==> config.mk <==
export PLATFORM = sky130hd
export DESIGN_NAME = pipe_cla_adder
export DESIGN_NICKNAME = d
export VERILOG_FILES = /design/src/rtl/adder_pkg.sv /design/src/rtl/cla_group4.sv /design/src/rtl/pipe_cla_adder.sv
export SDC_FILE = /design/constraint.sdc
export NUM_CORES = 1
export LEC_CHECK = 0
export ABC_AREA = 1
export CAP_MARGIN = 0
export CORE_MARGIN = 1
export CORE_UTILIZATION = 46
export DETAILED_ROUTE_END_ITERATION = 8
export GPL_TIMING_DRIVEN = 1
export PLACE_DENSITY = 0.86
export REMOVE_ABC_BUFFERS = 1
export SYNTH_ARGS = -nofsm -noshare
export SYNTH_HDL_FRONTEND = slang
export SYNTH_SLANG_ARGS = --single-unit
==> constraint.sdc <==
create_clock -name clk -period 2.92 [get_ports clk]
set_clock_uncertainty 0.2 [all_clocks]
set_input_delay 0.584 -clock clk [delete_from_list [all_inputs] [get_ports clk]]
set_output_delay 0.584 -clock clk [all_outputs]
set_load 0.05 [all_outputs]
==> src/rtl/adder_pkg.sv <==
// ---------------------------------------------------------------------------
// adder_pkg
//   Shared constants and types for the pipelined carry-lookahead adder.
//   CLA_GROUP  : bit width of one lookahead group.
//   MAX_STAGES : largest supported pipeline depth.
//   flag_t     : result flags that travel with the sum.
// ---------------------------------------------------------------------------
package adder_pkg;

    localparam int CLA_GROUP  = 4;
    localparam int MAX_STAGES = 4;

    typedef struct packed {
        logic cout;  // carry out of the MSB (1 = no borrow when subtracting)
        logic ovf;   // signed overflow
        logic zero;  // final s == 0
        logic neg;   // final s[MSB]
    } flag_t;

endpackage

==> src/rtl/cla_group4.sv <==
// ---------------------------------------------------------------------------
// cla_group4
//   One 4-bit carry-lookahead group. All internal carries come straight from
//   generate/propagate terms, so there is no ripple inside the group. Group
//   propagate/generate let the caller chain groups with a single AND-OR each.
//
// Ports
//   i_a, i_b : 4-bit operand nibbles (i_b already inverted for subtraction)
//   i_c      : carry into bit 0 of the group
//   o_s      : 4-bit sum
//   o_p      : group propagate (carry in passes through the whole group)
//   o_g      : group generate  (group produces a carry on its own)
// ---------------------------------------------------------------------------
module cla_group4
    import adder_pkg::*;
(
    input  logic [CLA_GROUP-1:0] i_a,
    input  logic [CLA_GROUP-1:0] i_b,
    input  logic                 i_c,
    output logic [CLA_GROUP-1:0] o_s,
    output logic                 o_p,
    output logic                 o_g
);

    logic [3:0] w_p;
    logic [3:0] w_g;
    logic [3:0] w_c;  // carry into each bit

    assign w_p = i_a ^ i_b;
    assign w_g = i_a & i_b;

    assign w_c[0] = i_c;
    assign w_c[1] = w_g[0] | (w_p[0] & i_c);
    assign w_c[2] = w_g[1] | (w_p[1] & w_g[0]) | (w_p[1] & w_p[0] & i_c);
    assign w_c[3] = w_g[2] | (w_p[2] & w_g[1]) | (w_p[2] & w_p[1] & w_g[0])
                  | (w_p[2] & w_p[1] & w_p[0] & i_c);

    assign o_s = w_p ^ w_c;
    assign o_p = &w_p;
    assign o_g = w_g[3] | (w_p[3] & w_g[2]) | (w_p[3] & w_p[2] & w_g[1])
               | (w_p[3] & w_p[2] & w_p[1] & w_g[0]);

endmodule

==> src/rtl/pipe_cla_adder.sv <==
// ---------------------------------------------------------------------------
// pipe_cla_adder
//   Pipelined add/subtract unit. The operand is split into STAGES slices;
//   slice k is added in pipeline stage k from 4-bit lookahead groups, and its
//   carry-out is registered into stage k+1. Upper operand slices ride along
//   (skewed) until their stage; finished lower sum slices ride along
//   (delayed) so the whole word lands in the output register together.
//   Latency is STAGES cycles, throughput one operation per cycle.
//
// Handshake: an input transfer happens on a rising edge where
//   in_valid && in_ready; an output transfer where out_valid && out_ready.
//   The whole pipe moves together on advance = out_ready || !out_valid, and
//   in_ready equals advance, so a stalled output freezes every stage.
//
// Parameters
//   WIDTH  : operand/sum width, multiple of 4*STAGES (default 32)
//   STAGES : pipeline depth 1..4 (default 2)
//
// Ports
//   clk, rst            : clock, synchronous active-high reset
//   in_valid / in_ready : input handshake
//   a, b                : operands
//   cin                 : carry-in for addition (ignored when sub=1)
//   sub                 : 1 = a-b, 0 = a+b+cin
//   sat                 : clamp on signed overflow (only with ADDER_SAT_EN)
//   out_valid/out_ready : output handshake
//   s                   : result
//   cout, ovf, zero, neg: result flags
//
// Build option: define ADDER_SAT_EN to add the sat port and clamp logic.
// ---------------------------------------------------------------------------
module pipe_cla_adder
    import adder_pkg::*;
#(
    parameter int WIDTH  = 32,
    parameter int STAGES = 2
) (
    input  logic             clk,
    input  logic             rst,
    input  logic             in_valid,
    output logic             in_ready,
    input  logic [WIDTH-1:0] a,
    input  logic [WIDTH-1:0] b,
    input  logic             cin,
    input  logic             sub,
`ifdef ADDER_SAT_EN
    input  logic             sat,
`endif
    output logic             out_valid,
    input  logic             out_ready,
    output logic [WIDTH-1:0] s,
    output logic             cout,
    output logic             ovf,
    output logic             zero,
    output logic             neg
);

    localparam int SW  = WIDTH / STAGES;   // bits added per stage
    localparam int GPS = SW / CLA_GROUP;   // lookahead groups per stage

    if (STAGES < 1 || STAGES > MAX_STAGES) begin : g_bad_stages
        $error("pipe_cla_adder: STAGES must be in 1..MAX_STAGES");
    end
    if (WIDTH % (CLA_GROUP * STAGES) != 0) begin : g_bad_width
        $error("pipe_cla_adder: WIDTH must be a multiple of 4*STAGES");
    end

    logic             w_adv;
    logic [WIDTH-1:0] w_b_eff;
    logic             w_c_in;

    // Final-stage combinational result, driven from inside the last stage.
    logic             w_fin_valid;
    logic [WIDTH-1:0] w_fin_res;
    logic             w_fin_cout;
    logic             w_fin_ovf;

    logic             r_out_valid;
    logic [WIDTH-1:0] r_s;
    flag_t            r_flags;

    assign w_adv    = out_ready | ~r_out_valid;
    assign in_ready = w_adv;

    // Subtraction is a + ~b + 1; cin only matters for addition.
    assign w_b_eff = sub ? ~b : b;
    assign w_c_in  = sub | cin;

    for (genvar k = 0; k < STAGES; k++) begin : g_stage
        localparam int REM = WIDTH - k * SW;  // operand bits not yet added

        logic [REM-1:0] w_fa;
        logic [REM-1:0] w_fb;
        logic           w_ci;
        logic           w_vin;
`ifdef ADDER_SAT_EN
        logic           w_sat;
`endif
        logic [SW-1:0]  w_ss;
        logic [GPS:0]   w_gc;
        logic [GPS-1:0] w_gp;
        logic [GPS-1:0] w_gg;

        // Stage inputs: the ports for stage 0, the previous stage's skew
        // registers otherwise.
        if (k == 0) begin : g_src
            assign w_fa  = a;
            assign w_fb  = w_b_eff;
            assign w_ci  = w_c_in;
            assign w_vin = in_valid;
`ifdef ADDER_SAT_EN
            assign w_sat = sat;
`endif
        end else begin : g_src
            assign w_fa  = g_stage[k-1].g_reg.r_a;
            assign w_fb  = g_stage[k-1].g_reg.r_b;
            assign w_ci  = g_stage[k-1].g_reg.r_carry;
            assign w_vin = g_stage[k-1].g_reg.r_valid;
`ifdef ADDER_SAT_EN
            assign w_sat = g_stage[k-1].g_reg.r_sat;
`endif
        end

        // Slice adder: lookahead inside each group, group P/G chains groups.
        assign w_gc[0] = w_ci;
        for (genvar j = 0; j < GPS; j++) begin : g_grp
            cla_group4 u_grp (
                .i_a (w_fa[j*CLA_GROUP +: CLA_GROUP]),
                .i_b (w_fb[j*CLA_GROUP +: CLA_GROUP]),
                .i_c (w_gc[j]),
                .o_s (w_ss[j*CLA_GROUP +: CLA_GROUP]),
                .o_p (w_gp[j]),
                .o_g (w_gg[j])
            );
            assign w_gc[j+1] = w_gg[j] | (w_gp[j] & w_gc[j]);
        end

        if (k < STAGES - 1) begin : g_reg
            logic                  r_valid;
            logic                  r_carry;
            logic [(k+1)*SW-1:0]   r_lo;   // finished low sum bits
            logic [REM-SW-1:0]     r_a;    // operand bits for later stages
            logic [REM-SW-1:0]     r_b;
`ifdef ADDER_SAT_EN
            logic                  r_sat;
`endif
            logic [(k+1)*SW-1:0]   w_lo_next;

            if (k == 0) begin : g_lo
                assign w_lo_next = w_ss;
            end else begin : g_lo
                assign w_lo_next = {w_ss, g_stage[k-1].g_reg.r_lo};
            end

            always_ff @(posedge clk) begin
                if (rst) begin
                    r_valid <= 1'b0;
                end else if (w_adv) begin
                    r_valid <= w_vin;
                end
                if (w_adv) begin
                    r_carry <= w_gc[GPS];
                    r_lo    <= w_lo_next;
                    r_a     <= w_fa[REM-1:SW];
                    r_b     <= w_fb[REM-1:SW];
`ifdef ADDER_SAT_EN
                    r_sat   <= w_sat;
`endif
                end
            end
        end else begin : g_out
            logic [WIDTH-1:0] w_full;
            logic [WIDTH-1:0] w_res;
            logic             w_cout;
            logic             w_ovf;

            if (k == 0) begin : g_lo
                assign w_full = w_ss;
            end else begin : g_lo
                assign w_full = {w_ss, g_stage[k-1].g_reg.r_lo};
            end

            assign w_cout = w_gc[GPS];
            // Sum bit = a ^ b ^ carry-in, so the carry into the MSB is
            // recovered from the MSB sum bit and its operand bits.
            assign w_ovf  = w_cout ^ (w_full[WIDTH-1] ^ w_fa[SW-1] ^ w_fb[SW-1]);

`ifdef ADDER_SAT_EN
            localparam logic [WIDTH-1:0] SAT_MAX = {1'b0, {(WIDTH-1){1'b1}}};
            localparam logic [WIDTH-1:0] SAT_MIN = {1'b1, {(WIDTH-1){1'b0}}};
            // A wrapped result with MSB set means the true value was too
            // large (positive overflow), and vice versa.
            assign w_res = (w_sat && w_ovf) ? (w_full[WIDTH-1] ? SAT_MAX : SAT_MIN)
                                            : w_full;
`else
            assign w_res = w_full;
`endif

            assign w_fin_valid = w_vin;
            assign w_fin_res   = w_res;
            assign w_fin_cout  = w_cout;
            assign w_fin_ovf   = w_ovf;
        end
    end

    always_ff @(posedge clk) begin
        if (rst) begin
            r_out_valid <= 1'b0;
            r_s         <= '0;
            r_flags     <= '0;
        end else if (w_adv) begin
            r_out_valid <= w_fin_valid;
            r_s         <= w_fin_res;
            r_flags     <= '{cout: w_fin_cout,
                             ovf:  w_fin_ovf,
                             zero: (w_fin_res == '0),
                             neg:  w_fin_res[WIDTH-1]};
        end
    end

    assign out_valid = r_out_valid;
    assign s         = r_s;
    assign cout      = r_flags.cout;
    assign ovf       = r_flags.ovf;
    assign zero      = r_flags.zero;
    assign neg       = r_flags.neg;

endmodule

* After elaboration in Yosys (flattened, before gate mapping)
Index checks and enable logic that the tools add are counted.
** Word-level totals
- Register bits :: 87
- Input port bits :: 70
- Output and inout bits :: 38
- Word-level logic and storage cells :: 252
** Cells by class
- Multiplexer cells :: 1
- Bitwise logic cells :: 231
- Reduce and logical (&&, ||, !) cells :: 9
** Operators by type and width (count)
- $and A1 B1 Y1 :: 120
- $or A1 B1 Y1 :: 82
- $xor A4 B4 Y4 :: 16
- $and A4 B4 Y4 :: 8
- $logic_not A32 Y1 :: 1
- $mux W32 :: 1
- $not A32 Y32 :: 1
- $reduce_and A4 Y1 :: 8
- $xor A1 B1 Y1 :: 3
- $not A1 Y1 :: 1

* Logic depth before layout (Yosys ltp)
Gate-level depths: netlist of the first run.
- Word-level depth :: 16
- Mapped depth :: 21
- Depth with buffers taken out :: 21

* Cells and area by module
Synthesis of the first run repeated with hierarchy kept, for this count alone.
** Second synthesis, totals
- Cell total of the unflattened synthesis :: 541
- Area total of the unflattened synthesis :: 4863.4 um^2
** By module, submodules not included
- pipe_cla_adder :: times used 1, cells each 284, area an instance 3249.4 um^2, sequential area each 2212.1 um^2
- cla_group4 (g_stage[0].g_grp[0].u_grp ...) :: times used 7, cells each 32, area an instance 201.4 um^2, sequential area each 0.0 um^2
- cla_group4 (g_stage[1].g_grp[2].u_grp) :: times used 1, cells each 33, area an instance 203.9 um^2, sequential area each 0.0 um^2

* Worst setup path after synthesis of the first run
Ideal clock, no wire load.
- Path kind :: input port to output port
- Start point :: in out_ready
- End point :: out in_ready
- Arrival time :: 2.733 ns
- Data required time :: 2.136 ns
- Setup slack :: -0.597 ns
- Stages on the path :: 3
- Path buffers :: 1
- Cells stage by stage :: nor2_1 -> inv_1 -> clkbuf_1
** On the way
- Cells in the longest elaborated chain, start to end :: 1
** Ends and longest elaborated chain
- start: declaration :: line pipe_cla_adder.sv:50 : input logic out_ready,
- $or A1 B1 Y1 :: line pipe_cla_adder.sv:82 : assign w_adv = out_ready | ~r_out_valid;
- end: declaration :: line pipe_cla_adder.sv:41 : output logic in_ready,
No other way between the ends.

* Worst setup path after layout of the first run
- Start point :: reg g_stage[0].g_reg.r_a[7]
- End point :: reg r_flags, in the netlist zero
** On the way
- Elaborated cells on any way between the ends :: 31
- Classes of those cells :: 29 x bitwise; 2 x reduce/logical
** RTL lines
- start: declaration :: line pipe_cla_adder.sv:142 : logic [REM-SW-1:0] r_a;
- start signal: assignment :: line pipe_cla_adder.sv:164 : r_a <= w_fa[REM-1:SW];
- $xor A4 B4 Y4 :: line cla_group4.sv:29 : assign w_p = i_a ^ i_b;
- $and A1 B1 Y1 (on tied branches) :: line cla_group4.sv:40, cla_group4.sv:41
- $or A1 B1 Y1 (tied with other cells) :: line cla_group4.sv:40 : assign o_g = w_g[3] | (w_p[3] & w_g[2]) | (w_p[3] & w_p[2] & w_g[1])
- $or A1 B1 Y1 or $and A1 B1 Y1 (tied branches) :: line cla_group4.sv:40, cla_group4.sv:41
- $or A1 B1 Y1 :: line cla_group4.sv:41 : | (w_p[3] & w_p[2] & w_p[1] & w_g[0]);
- $or A1 B1 Y1 * :: line pipe_cla_adder.sv:135 : assign w_gc[j+1] = w_gg[j] | (w_gp[j] & w_gc[j]);
- $and A1 B1 Y1 * :: line pipe_cla_adder.sv:135
- $or A1 B1 Y1 * :: line pipe_cla_adder.sv:135
- $xor A4 B4 Y4 * :: line cla_group4.sv:38 : assign o_s = w_p ^ w_c;
- net g_stage[1].g_grp[3].u_grp.o_s[0] :: line cla_group4.sv:20 : output logic [CLA_GROUP-1:0] o_s,
- $logic_not A32 Y1 * :: line pipe_cla_adder.sv:216 : zero: (w_fin_res == '0),
- end signal: assignment :: line pipe_cla_adder.sv:214 : r_flags <= '{cout: w_fin_cout,
- end: declaration :: line pipe_cla_adder.sv:80 : flag_t r_flags;
Mark *: on every way through the listed nets, which the timed path passes. The rest lies on a longest branch.
A chain may end at the register's enable or synchronous reset.

==> flow_metrics.py, run 1 <==
metrics = {
    "status": {
        "run_status": "finished with violations",
        "violations": "negative setup slack",
    },
    "finish": {
        "layout-drive-gt1-share_pct": 15.9,
        "final_cell_count_no_fill": 787,
        "n_antenna_cell": 0,
        "n_fill_cell": 746,
        "multi_input_area_um2": 2250,
        "fin_area_um2": 6490,
        "nets": 759,
        "register_area_um2": 2210,
        "areaGrowthSynthToFinish_pct": 37.6,
    },
    "die": {
        "die_x_um": 103,
        "initial_utilization_pct": 47.8,
        "die_area_um2": 10700,
        "rows": 36,
        "ios": 108,
        "die_height_um": 103,
        "coreArea_um2": 9860,
    },
    "job": {
        "maxCapViolations": 0,
    },
    "synthesis": {
        "synth.most_common_cell": "nand2_1",
        "synthDistinctLibCells": 36,
        "yosysTopAreaCellShare_pct": 31.2,
        "ys.flop_type": "edfxtp_1",
        "synthTopCellsByArea": "edfxtp_1 (31%), dfxtp_1 (16%), ha_1 (8.5%)",
        "yosys.area.top_type": "edfxtp_1",
        "async_flop_share_pct": 0,
        "synth_edf_count": 49,
        "syn_area_per_cell_um2": 9.51,
        "synthTopCellsByCount": "nand2_1 (62), inv_1 (56), nor2_1 (51)",
        "yosysWarnings": 0,
        "syn_area_um2": 4710,
        "ys_seq_area_share_pct": 46.9,
        "yosys_register_bits": 86,
        "synth_cells": 496,
    },
    "grt": {
        "grt_max_degree": 57,
        "grt_usage_pct": 20.9,
        "overflow": 0,
        "grt_pass1_wl_mm": 17.0,
        "antenna_found_initial": 0,
        "grt_pass1_vias": 3881,
    },
    "worst_setup_path": {
        "start_kind": "flip-flop",
        "cp.arrival_ns": 3.27,
        "crit_path_cell_trace": "ha_4, a21oi_2, nand2_1, a21oi_2, nand2_4, nand2_4, nand2_4, fa_1, nor2_1, nand2_1, nor2_1, nand4_1, nor2_1, nand3_1, nor2_1, nand3_1, nor2_1, nand2_1, a21oi_2",
        "cp-end-kind": "flip-flop",
        "crit_buf_inv": 0,
        "cp_common_cell": "nor2_1",
        "slowest_stage": "fa_1",
        "path_delay_family": "simple AND/OR/NAND/NOR gates",
        "crit_required_ns": 3.01,
        "cp_max_fo": 4,
        "slowest_delay_ns": 0.48,
        "cp-startpoint": "g_stage[0].g_reg.r_a[7]",
        "reg2reg_from": "g_stage[0].g_reg.r_a[7]",
        "worstSetupPathType": "flip-flop to flip-flop",
    },
    "drt": {
        "drc": 0,
        "wire_per_inst_um": 13.4,
        "avgViaCountPerCell": 4.95,
        "drt_first_pass_iters": 4,
        "drt_iter0_markers": 91,
        "num_vias": 3898,
        "wl_mm": 10.6,
        "ant_nets": 0,
    },
    "clock_network": {
        "insertion_delay_ns": 0.35,
        "clk_pin_slew_ns": 0.09,
        "htreeDepth": 3,
        "cts_buffer_depth": 2,
        "cts_tree": "yes",
        "numCtsBuffers": 9,
        "root_buffer": "clkbuf_8",
        "cts_sinks": 86,
    },
    "timing": {
        "fin_ws_ns": -0.253,
        "relSlewSlack_pct": 57.7,
        "worstMarginPinSlew_ns": 0.634,
        "setup_violations": 1,
        "drv_slew": 0,
        "rsz0062_at_grt": "true",
        "fmax_ghz": 0.315,
        "holdWs_ns": 0.265,
        "post-route-period-util_pct": 109,
        "hold_viol": 0,
        "period_needed_ns": 3.17,
    },
    "placement": {
        "globalplace.congestion": 0.825,
        "dp.cells": 764,
        "io_buffer_count": 107,
        "dpl-instance-area_um2": 6200,
        "dpl.hpwl_mm": 8.14,
    },
    "pwr": {
        "peakVddDrop_v": 0.000305,
        "power_density_nw_per_um2": 614,
        "cellLeakagePower_nw": 2.98,
    },
    "min_path": {
        "hp-class": "flip-flop to flip-flop",
        "hold_start": "g_stage[0].g_reg.r_valid",
    },
}
[path summary, 6_finish.rpt]
check | to | slack [ns] | depth (start not counted)
max | zero | -0.25 | 19
min reg2reg | g_stage[0].g_reg.r_valid | 0.27 | 2
min | g_stage[0].g_reg.r_valid | 0.27 | 2
max reg2reg | zero | -0.25 | 19
[metrics by stage]
| stage | setup slack [ns] | setup TNS (ns) | utilization (%) | power, mW |
|---|---|---|---|---|
| 4_1_cts | -0.283 | -0.283 | 65.1 | 3.98 |
| 3_5_place_dp | -0.496 | -4.11 | 62.8 | 3.18 |
| 6_report | -0.253 | -0.253 | 65.8 | 3.98 |
| 3_3_place_gp | -0.387 | -2.82 | 62.8 | 3.11 |
| 2_1_floorplan | -0.815 | -58.33 | - | 2.59 |
| 5_1_grt | -0.485 | -0.521 | 65.8 | 4.21 |
[metal layers]
metal / GRT usage (%) / share of wire [%]
met4: 9.43 / 2.5
met2: 40.6 / 55
met1: 22.5 / 38
met3: 2.76 / 4.3
met5: 0 / 0
[cells in the final DEF, fill, tap and decap left out, types with 3 or more instances in the layout]
master / count
inv_2: 5
a31oi_1: 4
o21ai_0: 31
a21oi_1: 22
fa_1: 7
edfxtp_1: 49
clkbuf_8: 10
nand2_4: 6
a21o_1: 4
nand3_1: 26
o211ai_1: 5
clkdlybuf4s50_1: 103
xnor2_1: 10
nand3_2: 3
a21oi_2: 5
nand4_1: 3
ha_1: 30
o21bai_1: 4
buf_4: 51
nand2_1: 61
dfxtp_1: 37
xor2_1: 37
nand2_2: 9
nor2_1: 51
inv_1: 55
[registers in the layout, summed over array words and instances, names as in the netlist]
signal,count
cout,1
g_stage.g_reg.r_valid,1
zero,1
g_stage.g_reg.r_b,16
g_stage.g_reg.r_a,16
g_stage.g_reg.r_carry,1
g_stage.g_reg.r_lo,16
out_valid,1
s,32
ovf,1
[logic make-up after synthesis]
| family | after synthesis | synth area share (%) |
|---|---|---|
| AO/OA/AOI/OAI | 80 | 9.90 |
| adder cells (fa/ha/maj) | 40 | 11.9 |
| XOR/XNOR | 48 | 8.92 |
| flip-flops | 86 | 46.9 |
| buffers and inverters | 77 | 6.45 |
| AND/OR/NAND/NOR | 165 | 15.9 |
[area by class of cell]
cell class | instances | area share [%]
Multi-Input combinational cell | 333 | 34.8
Clock buffer | 10 | 2.12
Inverter | 62 | 3.61
Sequential cell | 86 | 34.1
Timing Repair Buffer | 157 | 22.2
Clock inverter | 6 | 0.675
Tap cell | 133 | 2.57
[repair_timing]
action / in CTS / in global routing
hold buffers: 0 / 0
setup buffers: 3 / 4
resized for setup: 6 / 6
endpoints found under the setup margin: 5 / 4
pin swaps: 5 / 4
[tightest hold or removal path, stage by stage (launching register included)]
cell,delay (ns)
dfxtp_1,0.31
inv_1,0.06
a21oi_1,0.06
[where the power goes]
part           switching, mW  internal, mW
Combinational          0.911         0.665
Clock                  0.440         0.338
Sequential             0.110          1.52
Total                   1.46          2.52
No activity file was read; power rests on OpenSTA's default activity.
==> inputs of run 2 (changes only) <==
CAP_MARGIN = 40   (was 0)
TNS_END_PERCENT = 10   (was not set)
==> run 2 against run 1 <==
- the run still ends with negative setup slack left
- combinational power barely moved
- global-route usage barely moved
- routed wire length barely moved
- cell area fell by 0.69%
- non-clock buffer count fell by 7
- critical endpoint unchanged
==> flow_metrics.py, run 2 (synthesized netlist as in run 1, its figures left out) <==
metrics = {
    "clock_network": {
        "numCtsBuffers": 9,
        "cts_sinks": 86,
        "htreeDepth": 3,
        "ctsHoldBuffers": 0,
        "insertion_delay_ns": 0.35,
        "cts_buffer_depth": 2,
        "cts_tree": "yes",
        "clk_pin_slew_ns": 0.09,
        "root_buffer": "clkbuf_8",
    },
    "drt": {
        "ant_nets": 0,
        "drt_iter0_markers": 84,
        "drt_first_pass_iters": 4,
        "drc": 0,
        "num_vias": 3877,
        "wl_mm": 10.6,
        "wire_per_inst_um": 13.5,
        "avgViaCountPerCell": 4.97,
    },
    "pwr": {
        "seqPwrFrac_pct": 41.1,
        "netSwitchingPower_mw": 1.46,
        "power_density_nw_per_um2": 615,
        "p_int_mw": 2.50,
        "p_comb_share_pct": 39.3,
        "cellLeakagePower_nw": 2.95,
        "clockPowerShare_pct": 19.6,
        "swShare_pct": 36.8,
        "peakVddDrop_v": 0.000305,
    },
    "timing": {
        "rsz0062_at_grt": "true",
        "post-route-period-util_pct": 109,
        "drv_slew": 0,
        "worstMarginPinSlew_ns": 0.631,
        "holdWs_ns": 0.265,
        "tns_ns": -0.518,
        "relSlewSlack_pct": 57.9,
        "fin_ws_ns": -0.271,
        "fmax_ghz": 0.313,
        "setup_violations": 5,
        "hold_viol": 0,
        "period_needed_ns": 3.19,
    },
    "min_path": {
        "whs_path_depth": 2,
        "hp-class": "flip-flop to flip-flop",
        "hold_start": "g_stage[0].g_reg.r_valid",
        "min_to": "g_stage[0].g_reg.r_valid",
    },
    "grt": {
        "grt_usage_pct": 20.9,
        "grt_pass1_wl_mm": 17.0,
        "grt_pass1_vias": 3881,
        "grt_max_degree": 57,
        "antenna_found_initial": 0,
        "overflow": 0,
    },
    "worst_setup_path": {
        "cp.arrival_ns": 3.29,
        "cp-end-kind": "flip-flop",
        "slowest_stage": "fa_1",
        "reg2reg_slack_ns": -0.27,
        "slowest_delay_ns": 0.48,
        "worstSetupPathType": "flip-flop to flip-flop",
        "path_delay_family": "simple AND/OR/NAND/NOR gates",
        "rr_worst_depth": 19,
        "cp_max_fo": 4,
        "cp_common_cell": "nor2_1",
        "reg2reg_from": "g_stage[0].g_reg.r_a[7]",
        "reg2reg_to": "zero",
        "crit_required_ns": 3.01,
        "crit_buf_inv": 0,
        "start_kind": "flip-flop",
        "crit_path_cell_trace": "ha_4, a21oi_2, nand2_1, a21oi_2, nand2_4, nand2_4, nand2_4, fa_1, nor2_1, nand2_1, nor2_1, nand4_1, nor2_1, nand3_1, nor2_1, nand3_1, nor2_1, nand2_1, a21oi_2",
    },
    "status": {
        "run_status": "finished with violations",
        "violations": "negative setup slack",
    },
    "placement": {
        "io_buffer_count": 107,
        "dpl.hpwl_mm": 8.14,
        "dpl_worst_slack_ns": -0.496,
        "globalplace.congestion": 0.825,
    },
    "job": {
        "maxCapViolations": 0,
    },
    "finish": {
        "layout_common_cells": "clkdlybuf4s50_1 (104), nand2_1 (61), inv_1 (55), nor2_1 (51), edfxtp_1 (49)",
        "largest_reg_flops": 32,
        "nets": 752,
        "areaGrowthSynthToFinish_pct": 36.6,
        "layout-drive-gt1-share_pct": 15.1,
        "fin_util_pct": 65.3,
        "final_common_cell": "clkdlybuf4s50_1",
        "n_antenna_cell": 0,
        "n_fill_cell": 752,
    },
    "die": {
        "die_height_um": 103,
        "ios": 108,
        "initial_utilization_pct": 47.8,
        "rows": 36,
        "die_area_um2": 10700,
        "die_x_um": 103,
        "coreArea_um2": 9860,
    },
}
run 2: changes by cell type in the layout (fill, tap and decap cells not counted), sizes merged:
cell,delta
clkdlybuf4s15,-1
clkdlybuf4s50,+1
buf,-7
run 2: worst max path at each step:
| stage | startpoint | end | slack (ns) | cells after the start |
|---|---|---|---|---|
| 2_1_floorplan | out_valid | s[21] | -0.82 | 5 |
| 5_1_grt | g_stage[0].g_reg.r_a[0] | zero | -0.49 | 21 |
| 3_3_place_gp | b[0] | g_stage[0].g_reg.r_lo[13] | -0.39 | 15 |
| 6_report | g_stage[0].g_reg.r_a[7] | zero | -0.27 | 19 |
| 4_1_cts | g_stage[0].g_reg.r_a[3] | zero | -0.28 | 21 |
| 3_5_place_dp | b[0] | g_stage[0].g_reg.r_lo[13] | -0.50 | 15 |
run 2: worst min-delay path, stage by stage (launching register included):
cell and delay [ns]:
dfxtp_1 0.31, inv_1 0.06, a21oi_1 0.06
run 2: layout make-up:
type / instances / area (um2) / area share, %
Clock buffer: 10 / 138 / 2.14
Clock inverter: 6 / 43.8 / 0.680
Inverter: 62 / 234 / 3.63
Multi-Input combinational cell: 333 / 2260 / 35.1
Sequential cell: 86 / 2210 / 34.3
Tap cell: 133 / 166 / 2.58
Timing Repair Buffer: 150 / 1390 / 21.6
run 2: stage by stage:
stage / instances / instance area [um2] / total power [mW]
final: 780 / 6440 / 3.96
after global placement: 764 / 6200 / 3.11
after global routing: 780 / 6440 / 4.19
after detailed placement: 764 / 6200 / 3.18
after floorplan: 481 / 4640 / 2.59
after CTS: 780 / 6400 / 3.97
run 2: power by group through the flow:
stage | registers, mW | logic (mW) | clock network (mW)
floorplan | 1.96 | 0.628 | 0
global placement | 1.65 | 1.46 | 0
detailed placement | 1.66 | 1.53 | 0
CTS | 1.63 | 1.54 | 0.796
global route | 1.65 | 1.69 | 0.841
finish | 1.63 | 1.56 | 0.775
run 2: per-layer routing:
layer | vias up | part of all wire, % | track usage (%)
met2 | 119 | 55 | 40.6
met3 | 22 | 4.2 | 2.76
met4 | 0 | 2.5 | 9.43
met1 | 1806 | 38 | 22.5
met5 | - | 0 | 0
li1 | 1930 | - | -
run 2: repair_timing:
item                       4_1_cts  5_1_grt
buffers inserted                 0        0
resized for setup                4        8
gates cloned                     0        0
setup endpoints to repair        5        8
hold endpoints to repair         0        0
pin swaps                        0        1
==> inputs of run 3 (changes only) <==
CORE_MARGIN = 2   (was 1)
==> run 3 against run 2 <==
- the run still ends with negative setup slack left
- cell area grew 1.1%
- routed wire length grew 1.1%
- sequential power is essentially flat
- critical path depth grew 2
- core utilization grew 0.75 points
- cell count grew 0.38%
- die area grew 3.9%
- clock power grew 3.9%
- worst hold slack lost 0.012 ns
- register-to-register slack lost 0.05 ns
- worst setup slack lost 0.055 ns
- first-iteration DRC count grew 37%
- largest cell class unchanged
==> flow_metrics.py, run 3 (synthesized netlist as in run 1, its figures left out) <==
metrics = {
    "finish": {
        "final_cell_count_no_fill": 783,
        "nets": 755,
        "fin_area_um2": 6520,
        "register_area_um2": 2210,
        "fin_util_pct": 66.0,
        "largest_reg_flops": 32,
        "layout_common_cells": "clkdlybuf4s50_1 (104), nand2_1 (60), inv_1 (55), nor2_1 (50), edfxtp_1 (49)",
        "final_common_cell": "clkdlybuf4s50_1",
        "multi_input_area_um2": 2310,
        "layout-drive-gt1-share_pct": 16.5,
        "n_fill_cell": 770,
        "n_antenna_cell": 0,
        "areaGrowthSynthToFinish_pct": 38.2,
    },
    "placement": {
        "dpl-instance-area_um2": 6180,
        "globalplace.congestion": 0.837,
        "dpl_worst_slack_ns": -0.590,
        "dpl.hpwl_mm": 8.09,
        "io_buffer_count": 107,
        "dp.cells": 761,
    },
    "grt": {
        "grt_usage_pct": 19.7,
        "grt_pass1_vias": 3913,
        "grt_pass1_wl_mm": 17.3,
        "grt_max_degree": 58,
        "antenna_found_initial": 0,
        "overflow": 0,
    },
    "worst_setup_path": {
        "start_kind": "flip-flop",
        "worstSetupPathType": "flip-flop to flip-flop",
        "slowest_stage": "edfxtp_1",
        "slowest_delay_ns": 0.45,
        "crit_required_ns": 3.02,
        "crit_path_cell_trace": "ha_4, nand2_2, nand2_2, nand3_2, nand2_2, nand2_2, nand2_4, nand2_4, nand2_4, fa_1, nor2_1, nand2_1, nor2_1, nand4_1, nor2_1, nand3_1, nor2_1, nand3_1, nor2_1, nand2_1, a21oi_2",
        "cp_common_cell": "nor2_1",
        "cp-end-kind": "flip-flop",
        "crit_buf_inv": 0,
        "cp.arrival_ns": 3.35,
        "path_delay_family": "simple AND/OR/NAND/NOR gates",
        "cp_max_fo": 3,
    },
    "timing": {
        "hold_viol": 0,
        "rsz0062_at_grt": "true",
        "post-route-period-util_pct": 111,
        "drv_slew": 0,
        "setup_violations": 5,
        "fin_ws_ns": -0.325,
        "fmax_ghz": 0.308,
        "period_needed_ns": 3.25,
        "relSlewSlack_pct": 57.9,
        "worstMarginPinSlew_ns": 0.632,
    },
    "clock_network": {
        "cts_tree": "yes",
        "clk_pin_slew_ns": 0.08,
        "htreeDepth": 3,
        "cts_buffer_depth": 2,
        "insertion_delay_ns": 0.36,
        "cts_sinks": 86,
        "root_buffer": "clkbuf_8",
        "numCtsBuffers": 9,
    },
    "drt": {
        "drc": 0,
        "avgViaCountPerCell": 4.95,
        "wire_per_inst_um": 13.6,
        "drt_first_pass_iters": 4,
        "wl_mm": 10.7,
        "ant_nets": 0,
        "num_vias": 3874,
        "drt_iter0_markers": 115,
    },
    "pwr": {
        "power_density_nw_per_um2": 616,
        "cellLeakagePower_nw": 2.97,
        "swShare_pct": 35.9,
        "p_int_mw": 2.57,
        "seqPwrFrac_pct": 40.7,
        "netSwitchingPower_mw": 1.44,
        "clockPowerShare_pct": 20.1,
        "p_comb_share_pct": 39.2,
        "peakVddDrop_v": 0.000274,
    },
    "status": {
        "violations": "negative setup slack",
        "run_status": "finished with violations",
    },
    "die": {
        "ios": 108,
        "initial_utilization_pct": 47.8,
        "die_height_um": 105,
        "rows": 36,
        "coreArea_um2": 9860,
        "die_x_um": 105,
        "die_area_um2": 11100,
    },
    "job": {
        "maxCapViolations": 0,
    },
    "min_path": {
        "hp-class": "flip-flop to flip-flop",
    },
}
-- run 3: changes by cell type in the layout (fill, tap and decap cells not counted), sizes merged --
cell,previous run,this run
clkinv,3,6
bufinv,0,1
clkinvlp,2,1
clkbuf,10,9
buf,45,48
inv,63,61
-- run 3: final timing paths --
path	slack [ns]	start	cells past startpoint	endpoint
max	-0.33	g_stage[0].g_reg.r_b[0]	21	zero
min	0.25	g_stage[0].g_reg.r_valid	2	g_stage[0].g_reg.r_valid
max reg2reg	-0.33	g_stage[0].g_reg.r_b[0]	21	zero
min reg2reg	0.25	g_stage[0].g_reg.r_valid	2	g_stage[0].g_reg.r_valid
-- run 3: power groups by stage --
stage	clock network (mW)	registers [mW]	logic (mW)
5_1_grt	0.867	1.66	1.71
3_3_place_gp	0	1.64	1.46
3_5_place_dp	0	1.65	1.52
2_1_floorplan	0	1.96	0.628
4_1_cts	0.821	1.63	1.53
6_report	0.805	1.63	1.57
-- run 3: what timing repair did --
item / CTS / global route
setup buffers: 1 / 5
setup endpoints to repair: 5 / 9
hold buffers: 0 / 0
cloned: 0 / 0
gates resized for setup: 3 / 14
pin swaps: 0 / 17
-- run 3: final cells by class --
| cell class | count | share of cell area [%] |
|---|---|---|
| multi-input combinational | 333 | 35.4 |
| sequential | 86 | 34.0 |
| timing repair buffer | 153 | 21.6 |
| inverter | 62 | 3.59 |
| tap | 133 | 2.55 |
| clock buffer | 9 | 1.90 |
| clock inverter | 7 | 0.999 |
-- run 3: worst reg2reg max path: cells and delay by family (launching register included) --
family | cells | cell delay [ns]
DFF | 1 | 0.45
and+or+nand+nor | 18 | 1.65
AOI/OAI and AO/OA | 1 | 0.12
adders and majority gates | 2 | 0.75
-- run 3: routing by layer --
metal  wire [um]  track usage (%)  up-vias
met4         364             11.6        0
li1            -                -     1937
met3         376             2.35       28
met2        5750             36.7      116
met1        4190             21.2     1793
met5           0                0        -
-- run 3: through the flow --
stage	hold WS (ns)	total power, mW	setup TNS (ns)
after global placement	0.240	3.10	-3.20
after CTS	0.255	3.98	-0.450
after detailed placement	0.243	3.17	-4.82
final	0.254	4.01	-0.584
after global routing	0.303	4.24	-1.49
after floorplan	0.230	2.59	-58.33
